$ cat config.mk
export PLATFORM = sky130hd
export DESIGN_NAME = wifi_shared_mem_ctrl_flat
export DESIGN_NICKNAME = d
export VERILOG_FILES = /design/src/rtl/wifi_shared_mem_ctrl_if.sv /design/src/rtl/wifi_shared_mem_ctrl.sv /design/src/flat_wrapper.sv
export SDC_FILE = /design/constraint.sdc
export NUM_CORES = 1
export LEC_CHECK = 0
export CAP_MARGIN = 20
export CORE_MARGIN = 5
export CORE_UTILIZATION = 52
export CTS_CLUSTER_SIZE = 14
export DETAILED_ROUTE_END_ITERATION = 12
export HOLD_SLACK_MARGIN = 0.02
export PLACE_DENSITY_LB_ADDON = 0.1
export SLEW_MARGIN = 15
export SYNTH_ARGS = -nofsm -noshare
export SYNTH_HDL_FRONTEND = slang
export SYNTH_SLANG_ARGS = --single-unit
export TNS_END_PERCENT = 30
$ cat constraint.sdc
create_clock -name hclk -period 4.84 [get_ports hclk]
set_clock_uncertainty 0.2 [all_clocks]
set_input_delay 0.968 -clock hclk [delete_from_list [all_inputs] [get_ports hclk]]
set_output_delay 0.968 -clock hclk [all_outputs]
set_load 0.1 [all_outputs]
$ cat src/rtl/wifi_shared_mem_ctrl_if.sv
// Bus bundle between the AHB register slice / shared_mem_top and the
// WiFi shared-memory sequencer.
interface wifi_shared_mem_ctrl_if #(
    parameter int DATA_WIDTH = 32
);
    logic                  tx_start;
    logic                  rx_start;
    logic                  abort;
    logic [DATA_WIDTH-1:0] data_size;
    logic                  fifo_full;
    logic                  fifo_empty;
    logic                  ahb_wr;
    logic                  chain_we;
    logic                  mode;
    logic                  chain_re;
    logic                  tx_irq;
    logic                  rx_irq;
    logic                  busy;
    logic                  err;
    logic [DATA_WIDTH-1:0] word_cnt;
    logic [2:0]            state;

    modport master (
        output tx_start, rx_start, abort, data_size,
        output fifo_full, fifo_empty, ahb_wr, chain_we,
        input  mode, chain_re, tx_irq, rx_irq,
        input  busy, err, word_cnt, state
    );

    modport slave (
        input  tx_start, rx_start, abort, data_size,
        input  fifo_full, fifo_empty, ahb_wr, chain_we,
        output mode, chain_re, tx_irq, rx_irq,
        output busy, err, word_cnt, state
    );
endinterface

$ cat src/rtl/wifi_shared_mem_ctrl.sv
// WiFi shared-memory FIFO sequencer: mode select, guard gap, word counting.
// Optional no-progress timeout enabled by defining WIFI_CTRL_TIMEOUT_EN.
module wifi_shared_mem_ctrl #(
    parameter int DATA_WIDTH     = 32,
    parameter int GUARD_CYCLES   = 4,
    parameter int TIMEOUT_CYCLES = 4096
) (
    input  logic                  hclk,
    input  logic                  reset,
    wifi_shared_mem_ctrl_if.slave bus
);
    typedef enum logic [2:0] {
        IDLE       = 3'd0,
        GUARD      = 3'd1,
        TX_LOAD    = 3'd2,
        TX_STREAM  = 3'd3,
        RX_CAPTURE = 3'd4,
        DONE       = 3'd5
    } state_t;

    localparam int GW = (GUARD_CYCLES > 1) ? $clog2(GUARD_CYCLES) : 1;
    localparam logic [GW-1:0] GLAST = GW'(GUARD_CYCLES - 1);
    localparam logic [DATA_WIDTH-1:0] ONE = DATA_WIDTH'(1);

    state_t                r_state;
    logic                  r_mode;
    logic                  r_chain_re;
    logic                  r_tx_irq;
    logic                  r_rx_irq;
    logic                  r_err;
    logic [DATA_WIDTH-1:0] r_cnt;
    logic [DATA_WIDTH-1:0] r_size;
    logic [GW-1:0]         r_gcnt;

    logic                  w_wr_ok;
    logic                  w_we_ok;
    logic                  w_tmo;
    logic [DATA_WIDTH-1:0] w_cnt_inc;
    logic [DATA_WIDTH-1:0] w_rd_cnt;

    assign w_wr_ok   = bus.ahb_wr && !bus.fifo_full;
    assign w_we_ok   = bus.chain_we && !bus.fifo_full;
    assign w_cnt_inc = r_cnt + ONE;
    assign w_rd_cnt  = r_chain_re ? w_cnt_inc : r_cnt;

`ifdef WIFI_CTRL_TIMEOUT_EN
    localparam int TW = $clog2(TIMEOUT_CYCLES + 1);

    logic [TW-1:0] r_tcnt;
    logic          w_active;
    logic          w_progress;

    always_comb begin
        w_active   = (r_state == TX_LOAD) || (r_state == TX_STREAM) ||
                     (r_state == RX_CAPTURE);
        w_progress = ((r_state == TX_LOAD)    && w_wr_ok)    ||
                     ((r_state == TX_STREAM)  && r_chain_re) ||
                     ((r_state == RX_CAPTURE) && w_we_ok);
    end

    assign w_tmo = w_active && !w_progress &&
                   (r_tcnt == TW'(TIMEOUT_CYCLES - 1));

    // Phase changes only occur on counted words or exits to IDLE, so
    // clearing on progress and outside active states covers them.
    always_ff @(posedge hclk) begin
        if (!reset) begin
            r_tcnt <= '0;
        end else if (!w_active || w_progress) begin
            r_tcnt <= '0;
        end else begin
            r_tcnt <= r_tcnt + 1'b1;
        end
    end
`else
    logic w_unused_tmo;
    assign w_tmo        = 1'b0;
    assign w_unused_tmo = (TIMEOUT_CYCLES != 0);
`endif

    always_ff @(posedge hclk) begin
        if (!reset) begin
            r_state    <= IDLE;
            r_mode     <= 1'b0;
            r_chain_re <= 1'b0;
            r_tx_irq   <= 1'b0;
            r_rx_irq   <= 1'b0;
            r_err      <= 1'b0;
            r_cnt      <= '0;
            r_size     <= '0;
            r_gcnt     <= '0;
        end else begin
            r_tx_irq <= 1'b0;
            r_rx_irq <= 1'b0;
            if (bus.abort) begin
                r_state    <= IDLE;
                r_chain_re <= 1'b0;
                r_cnt      <= '0;
            end else if (w_tmo) begin
                r_state    <= IDLE;
                r_err      <= 1'b1;
                r_chain_re <= 1'b0;
                r_cnt      <= '0;
            end else begin
                unique case (r_state)
                    IDLE: begin
                        if (bus.tx_start || bus.rx_start) begin
                            r_size  <= bus.data_size;
                            r_mode  <= bus.tx_start;
                            r_err   <= 1'b0;
                            r_cnt   <= '0;
                            r_gcnt  <= '0;
                            r_state <= GUARD;
                        end
                    end
                    GUARD: begin
                        if (r_gcnt == GLAST) begin
                            r_gcnt <= '0;
                            if (r_size == '0) begin
                                r_state  <= DONE;
                                r_tx_irq <= r_mode;
                                r_rx_irq <= !r_mode;
                            end else if (r_mode) begin
                                r_state <= TX_LOAD;
                            end else begin
                                r_state <= RX_CAPTURE;
                            end
                        end else begin
                            r_gcnt <= r_gcnt + 1'b1;
                        end
                    end
                    TX_LOAD: begin
                        if (w_wr_ok) begin
                            if (w_cnt_inc == r_size) begin
                                r_cnt   <= '0;
                                r_state <= TX_STREAM;
                            end else begin
                                r_cnt <= w_cnt_inc;
                            end
                        end
                    end
                    TX_STREAM: begin
                        // The strobe issued last cycle is counted now.
                        r_cnt <= w_rd_cnt;
                        if (w_rd_cnt == r_size) begin
                            r_chain_re <= 1'b0;
                            r_tx_irq   <= 1'b1;
                            r_state    <= DONE;
                        end else begin
                            r_chain_re <= !bus.fifo_empty &&
                                          (w_rd_cnt < r_size);
                        end
                    end
                    RX_CAPTURE: begin
                        if (bus.chain_we && bus.fifo_full) begin
                            r_err <= 1'b1;
                        end else if (w_we_ok) begin
                            r_cnt <= w_cnt_inc;
                            if (w_cnt_inc == r_size) begin
                                r_rx_irq <= 1'b1;
                                r_state  <= DONE;
                            end
                        end
                    end
                    DONE: begin
                        r_state <= IDLE;
                    end
                    default: begin
                        r_state <= IDLE;
                    end
                endcase
            end
        end
    end

    assign bus.mode     = r_mode;
    assign bus.chain_re = r_chain_re;
    assign bus.tx_irq   = r_tx_irq;
    assign bus.rx_irq   = r_rx_irq;
    assign bus.busy     = (r_state != IDLE);
    assign bus.err      = r_err;
    assign bus.word_cnt = r_cnt;
    assign bus.state    = r_state;
endmodule

$ cat src/flat_wrapper.sv
// flat-port wrapper written by rule: the top's interface ports become plain ports
module wifi_shared_mem_ctrl_flat 
#(
    parameter int DATA_WIDTH     = 32,
    parameter int GUARD_CYCLES   = 4,
    parameter int TIMEOUT_CYCLES = 4096
)
  (hclk, reset, bus_tx_start, bus_rx_start, bus_abort, bus_data_size, bus_fifo_full, bus_fifo_empty, bus_ahb_wr, bus_chain_we, bus_mode, bus_chain_re, bus_tx_irq, bus_rx_irq, bus_busy, bus_err, bus_word_cnt, bus_state);
  wifi_shared_mem_ctrl_if #(.DATA_WIDTH(DATA_WIDTH)) bus_i ();
  input  logic hclk;
  input  logic reset;
  input wire logic [$bits(bus_i.tx_start)-1:0] bus_tx_start;
  input wire logic [$bits(bus_i.rx_start)-1:0] bus_rx_start;
  input wire logic [$bits(bus_i.abort)-1:0] bus_abort;
  input wire logic [$bits(bus_i.data_size)-1:0] bus_data_size;
  input wire logic [$bits(bus_i.fifo_full)-1:0] bus_fifo_full;
  input wire logic [$bits(bus_i.fifo_empty)-1:0] bus_fifo_empty;
  input wire logic [$bits(bus_i.ahb_wr)-1:0] bus_ahb_wr;
  input wire logic [$bits(bus_i.chain_we)-1:0] bus_chain_we;
  output wire logic [$bits(bus_i.mode)-1:0] bus_mode;
  output wire logic [$bits(bus_i.chain_re)-1:0] bus_chain_re;
  output wire logic [$bits(bus_i.tx_irq)-1:0] bus_tx_irq;
  output wire logic [$bits(bus_i.rx_irq)-1:0] bus_rx_irq;
  output wire logic [$bits(bus_i.busy)-1:0] bus_busy;
  output wire logic [$bits(bus_i.err)-1:0] bus_err;
  output wire logic [$bits(bus_i.word_cnt)-1:0] bus_word_cnt;
  output wire logic [$bits(bus_i.state)-1:0] bus_state;
  assign bus_i.tx_start = bus_tx_start;
  assign bus_i.rx_start = bus_rx_start;
  assign bus_i.abort = bus_abort;
  assign bus_i.data_size = bus_data_size;
  assign bus_i.fifo_full = bus_fifo_full;
  assign bus_i.fifo_empty = bus_fifo_empty;
  assign bus_i.ahb_wr = bus_ahb_wr;
  assign bus_i.chain_we = bus_chain_we;
  assign bus_mode = bus_i.mode;
  assign bus_chain_re = bus_i.chain_re;
  assign bus_tx_irq = bus_i.tx_irq;
  assign bus_rx_irq = bus_i.rx_irq;
  assign bus_busy = bus_i.busy;
  assign bus_err = bus_i.err;
  assign bus_word_cnt = bus_i.word_cnt;
  assign bus_state = bus_i.state;
  wifi_shared_mem_ctrl #(.DATA_WIDTH(DATA_WIDTH), .GUARD_CYCLES(GUARD_CYCLES), .TIMEOUT_CYCLES(TIMEOUT_CYCLES)) u_core (.hclk(hclk), .reset(reset), .bus(bus_i));
endmodule
Yosys cells after proc, flatten, opt, wreduce, memory -nomap -nowiden
Index checks and enable logic that the tools add are counted.
Storage, ports and cells
  register bits: 74
  output and inout port bits: 41
Cells by class
  add/sub/neg operators: 2
  magnitude comparators: 1
  equality and inequality tests: 16
  muxes and demuxes: 35
  bitwise gates (word level): 2
  reductions and logical operators: 20
Operators with widths (count)
  2-to-1 mux 32 bit: 6
  one-hot mux 32 bit (4 select lines): 1
  equality test 32 bit: 2
  adder 32 x 1 -> 32 bit, second input constant: 1
  logical NOT 32 bit: 1
  less-than comparator 32 bit: 1
  2-to-1 mux 3 bit: 10
  inequality test 2 x 1 -> 1 bit, second input constant: 8
  one-hot mux 3 bit (5 select lines): 1
  2-to-1 mux 1 bit: 11
  AND reduction 8 bit: 1
  equality test 3 x 2 -> 1 bit, second input constant: 2
  one-hot mux 1 bit (2 select lines): 3
  AND reduction 3 bit: 2
  AND reduction 5 bit: 1
  logical AND 1 bit: 4
  2-to-1 mux 2 bit: 2
  one-hot mux 2 bit (2 select lines): 1
  AND reduction 4 bit: 1
  nonzero test 2 bit: 2
  nonzero test 4 bit: 1
  equality test 3 x 1 -> 1 bit, second input constant: 1
  equality test 3 bit, second input constant: 1
  logical NOT 1 bit: 3
  8 further kinds: 9

Longest topological paths before layout
  depth after elaboration: 6
  depth in mapped cells: 19
  gate-level depth less buffers: 18

Worst setup path after synthesis
Ideal clock, no wire load.
  kind: register -> register
  from: register u_core.r_cnt[3], in the netlist u_core.bus.word_cnt[3]
  to: register u_core.r_state[1], in the netlist u_core.bus.state[1]
  library setup time: 60 ps
  data arrival time: 4966 ps
  data required time: 4580 ps
  setup slack: -386 ps
  stages on the path, launching flop included: 20
  clock period less this slack: 5226 ps
  cells stage by stage: dfxtp_1 buf_4 nand4_2 or4_1 buf_2 or4_1 buf_2 nor2_1 nand2_1 xnor2_1 ha_1 nand2_1 or3_1 nor3_1 nand3_1 a21oi_1 and2_1 a31oi_1 o22ai_1 and2_1
Between the ends
  longest elaborated chain between the ends: 5
  elaborated cells between the ends (all ways): 8
  classes of those cells: 1 x add/sub; 5 x eq/ne; 1 x mux; 1 x reduce/logical
RTL lines
  from (decl): line wifi_shared_mem_ctrl.sv:31  | logic [DATA_WIDTH-1:0] r_cnt;
  from (signal assigned): line wifi_shared_mem_ctrl.sv:138  | r_cnt <= w_cnt_inc;
  from (signal assigned): line wifi_shared_mem_ctrl.sv:144  | r_cnt <= w_rd_cnt;
  from (signal assigned): line wifi_shared_mem_ctrl.sv:158  | r_cnt <= w_cnt_inc;
  adder 32 x 1 -> 32 bit: line wifi_shared_mem_ctrl.sv:43  | assign w_cnt_inc = r_cnt + ONE;
  2-to-1 mux 32 bit: line wifi_shared_mem_ctrl.sv:44  | assign w_rd_cnt = r_chain_re ? w_cnt_inc : r_cnt;
  equality test 32 bit: line wifi_shared_mem_ctrl.sv:145  | if (w_rd_cnt == r_size) begin
  inequality test 2 x 1 -> 1 bit (no source line)
  AND reduction 8 bit (no source line) (*)
  to (signal assigned): line wifi_shared_mem_ctrl.sv:148  | r_state <= DONE;
  to (signal assigned): line wifi_shared_mem_ctrl.sv:161  | r_state <= DONE;
  to (signal assigned): line wifi_shared_mem_ctrl.sv:166  | r_state <= IDLE;
  to (decl): line wifi_shared_mem_ctrl.sv:25  | state_t r_state;
Every way passes the cells marked *; elsewhere a longest branch is shown, timed or not.
A chain may end at the register's enable or synchronous reset.

Worst setup path after layout
  from: register u_core.r_cnt[2], in the netlist u_core.bus.word_cnt[2]
  to: register u_core.r_state[1], in the netlist u_core.bus.state[1]
Same word-level chain as after synthesis.

==> summary.md <==
| Metric | Value |
|---|---|
| Share of layout cells above drive strength 1 | 9.47% |
| Max Slew Vio Count | 0 |
| Worst vdd ir | 211 uV |
| Final Hold Viols | 0 |
| Clock power frac | 41.8% |
| Sequential area share after synthesis | 24.5% |
| Post-CTS Setup Repair Bufs | 0 |
| Flops & latches, synth | 74 |
| Final #Nets | 946 |
| Synth Cell Area | 0.00606 mm^2 |
| Synth-to-Final Area Change | 21.7% |
| Synth area leader | dfxtp_1 |
| Via-per-instance ratio | 6.16 |
| Crit path from | u_core.bus.word_cnt[2] |
| Worst R2R End | u_core.bus.state[1] |
| Largest buffer count on any clock path | 2 |
| CTS resizes | 0 |
| CP Data Required Time | 4.93 ns |
| Count leader, synth | nand2_1 |
| CP endpoint | u_core.bus.state[1] |
| CTS Buf Count | 9 |
| ANT cells | 0 |
| Clock Sinks | 74 |
| Cell-internal power | 1.16 mW |
| Mapped Cells | 808 |
| Wirelength per Cell | 19.7 um |
| Internal reg-to-reg setup slack | 0.29 ns |
| Dpl cells | 1003 |
| Max Clk Rate | 220 MHz |
| Critical Path AT | 4.64 ns |
| Sequential share of power | 40.0% |
| Count of final setup violators | 0 |
| Die height | 118 um |
| Global-route wire length before repair | 32.3 mm |
| R2R depth | 16 |
| Non-filler cells, final | 1019 |
| Hold Crit Class | flop to flop |
| Status | completed |
| Total Routing Usage GR | 28.5% |
| Port buffer count | 81 |
| Starting Density | 53.0% |
| CTS Root Cell | clkbuf_16 |
| Mapped Avg Cell Area | 7.50 um^2 |
| GRT overflow | 0 |
| Setup_tns | 0 ns |
| TritonRoute pass-1 iters | 5 |
| Yosys cell types | 69 |
| GP Congestion | 1.01 |
| Std cell rows | 39 |
| Total power | 1.66 mW |
| Worst-path cell chain | nand4_2 > or4_1 > or4_1 > nor2_1 > nand2_1 > xnor2_1 > ha_1 > nand2_1 > or3_1 > nor3_2 > nand3_1 > a21oi_1 > and2_1 > a31oi_1 > o22ai_1 > and2_1 |
| CTS clock-pin slew for the worst setup and hold paths | 0.06 ns |
| DRC | 0 |
| Top FF cell, synth | dfxtp_1 |
| Final wirelength | 20.1 mm |
| Antenna violations before repair | 0 |
| Clock latency on the worst-skew pair | 0.35 ns |
| Die Area | 0.0139 mm^2 |
| Final critical-path share of the clock period | 93.9% |
| Max incr delay on CP | 0.59 ns |
| Worst rel slew slack | 29.7% |
| Least-Margin Pin Slew | 1.05 ns |
| Power Density | 226 mW/mm^2 |
| Fill count | 1034 |
| Critical Path End Type | flop |
| Min cycle time layout | 4.55 ns |
| Largest net degree at the start of global routing | 37 |
| Hold buffer count at cts | 0 |
| Worst Path Max Fanout | 12 |
| IO Pins | 82 |
| CP max-delay cell | or4_1 |
| Vias in the first global route | 5986 |
| Syn nets | 883 |
| Static leakage | 2.66 nW |
| Commonest cells post-synth | nand2_1 (130), dfxtp_1 (74), xnor2_1 (64) |
| DPL Wire Length | 15.5 mm |
| Starting DRC count in detailed routing | 645 |
| Synth warn | 0 |
| Yosys top cell area share | 24.5% |
| Via count | 6281 |
| Die X | 118 um |
| CP Launch Type | flop |
| Combinational power share | 18.2% |
| FF-to-FF Start | u_core.bus.word_cnt[2] |
| Core Area | 0.0114 mm^2 |
| Net Sw Frac | 30.5% |
| Psw | 507 uW |
| Async set or reset register ratio after synthesis | 0% |
| Post-synth EDFFs | 0 |
| Largest cells by area after synthesis | dfxtp_1 (24%), xnor2_1 (9.3%), nand2_1 (8.1%) |
| H-tree levels | 3 |
| CTS tree | yes |
| Max-Cap Viols | 0 |
| Unrepaired setup endpoints after global routing | false |
| Crit Path Category | flop to flop |
| Detail Route Antenna Nets | 0 |
layout by cell type (no fill, tap or decap), types with 7 or more instances in the layout:
master	count
nand2_1	130
clkdlybuf4s50_1	81
xnor2_1	64
dfxtp_1	59
nor2_1	55
inv_1	45
a21boi_0	34
ha_1	34
buf_4	31
a21oi_1	25
nand3_1	24
nand4_1	22
nor3_1	20
nor4_1	17
a22o_1	17
o31ai_1	16
xor2_1	13
nor2b_1	13
o21ai_0	12
dfxtp_2	10
o22ai_1	9
clkbuf_16	9
o211ai_1	8
a21o_1	8
a211oi_1	7
o21a_1	7
critical path, delay by kind of cell, from the launching register on:
| family | cells | cell delay [ns] |
|---|---|---|
| DFF | 1 | 0.45 |
| and+or+nand+nor | 11 | 2.86 |
| adders and majority gates | 1 | 0.30 |
| AOI/OAI and AO/OA | 3 | 0.52 |
| xor gates and xnor gates | 1 | 0.14 |
per-layer routing:
| metal | routed length [um] | up-vias | global-route usage (%) | part of all wire, % |
|---|---|---|---|---|
| li1 | - | 3002 | - | - |
| met1 | 8830 | 2950 | 38.9 | 44 |
| met2 | 8940 | 286 | 43.7 | 44 |
| met3 | 1820 | 43 | 7.30 | 9.0 |
| met4 | 515 | 0 | 9.32 | 2.6 |
| met5 | 0 | - | 0 | 0 |
power groups by stage:
| stage | combinational (mW) | clock [mW] | sequential [mW] |
|---|---|---|---|
| 4_1_cts | 0.299 | 0.706 | 0.664 |
| 3_3_place_gp | 0.291 | 0 | 0.677 |
| 3_5_place_dp | 0.296 | 0 | 0.678 |
| 5_1_grt | 0.330 | 0.737 | 0.668 |
| 2_1_floorplan | 0.182 | 0 | 0.677 |
| 6_report | 0.303 | 0.696 | 0.665 |
worst min path at each step:
stage | start | endpoint | slack (ns) | depth (start not counted)
CTS | u_core.bus.err | u_core.bus.err | 0.31 | 2
global placement | u_core.bus.err | u_core.bus.err | 0.27 | 2
detailed placement | u_core.bus.err | u_core.bus.err | 0.29 | 2
finish | u_core.bus.err | u_core.bus.err | 0.30 | 2
global route | u_core.bus.err | u_core.bus.err | 0.32 | 2
floorplan | u_core.r_gcnt[1] | u_core.r_gcnt[1] | 0.26 | 2
state kept, by name (all words and copies together) (netlist names), 2 cells and up:
signal,cells
u_core.r_gcnt,2
u_core.bus.state,3
u_core.r_size,32
u_core.bus.word_cnt,32
stage by stage:
| step | cell area [um^2] | setup slack [ns] | hold slack, ns | utilization, % |
|---|---|---|---|---|
| after CTS | 7350 | 0.231 | 0.307 | 64.4 |
| after global routing | 7370 | 0.0950 | 0.321 | 64.5 |
| final | 7370 | 0.293 | 0.304 | 64.5 |
| after floorplan | 6090 | 0.00733 | 0.258 | - |
| after detailed placement | 7050 | 0.256 | 0.295 | 61.8 |
| after global placement | 7040 | 0.421 | 0.268 | 61.6 |
cell families (layout without fill, tap and decap cells):
family	Yosys count	in the layout	synth area share [%]
AO/OA/AOI/OAI	187	187	23.0
multiplexers	4	4	0.702
adder cells (fa/ha/maj)	35	35	7.19
flip-flops	74	74	24.5
XOR/XNOR	77	77	11.1
AND/OR/NAND/NOR	325	325	26.1
buffers and inverters	106	174	7.37
layout make-up:
class	instances	area [um^2]	area share, %
timing repair buffer	113	1060	14.4
clock inverter	7	75.1	1.02
inverter	45	169	2.29
tap	143	179	2.43
multi-input combinational	628	4150	56.3
sequential	74	1510	20.5
clock buffer	9	225	3.06
No activity file was read; power rests on OpenSTA's default activity.
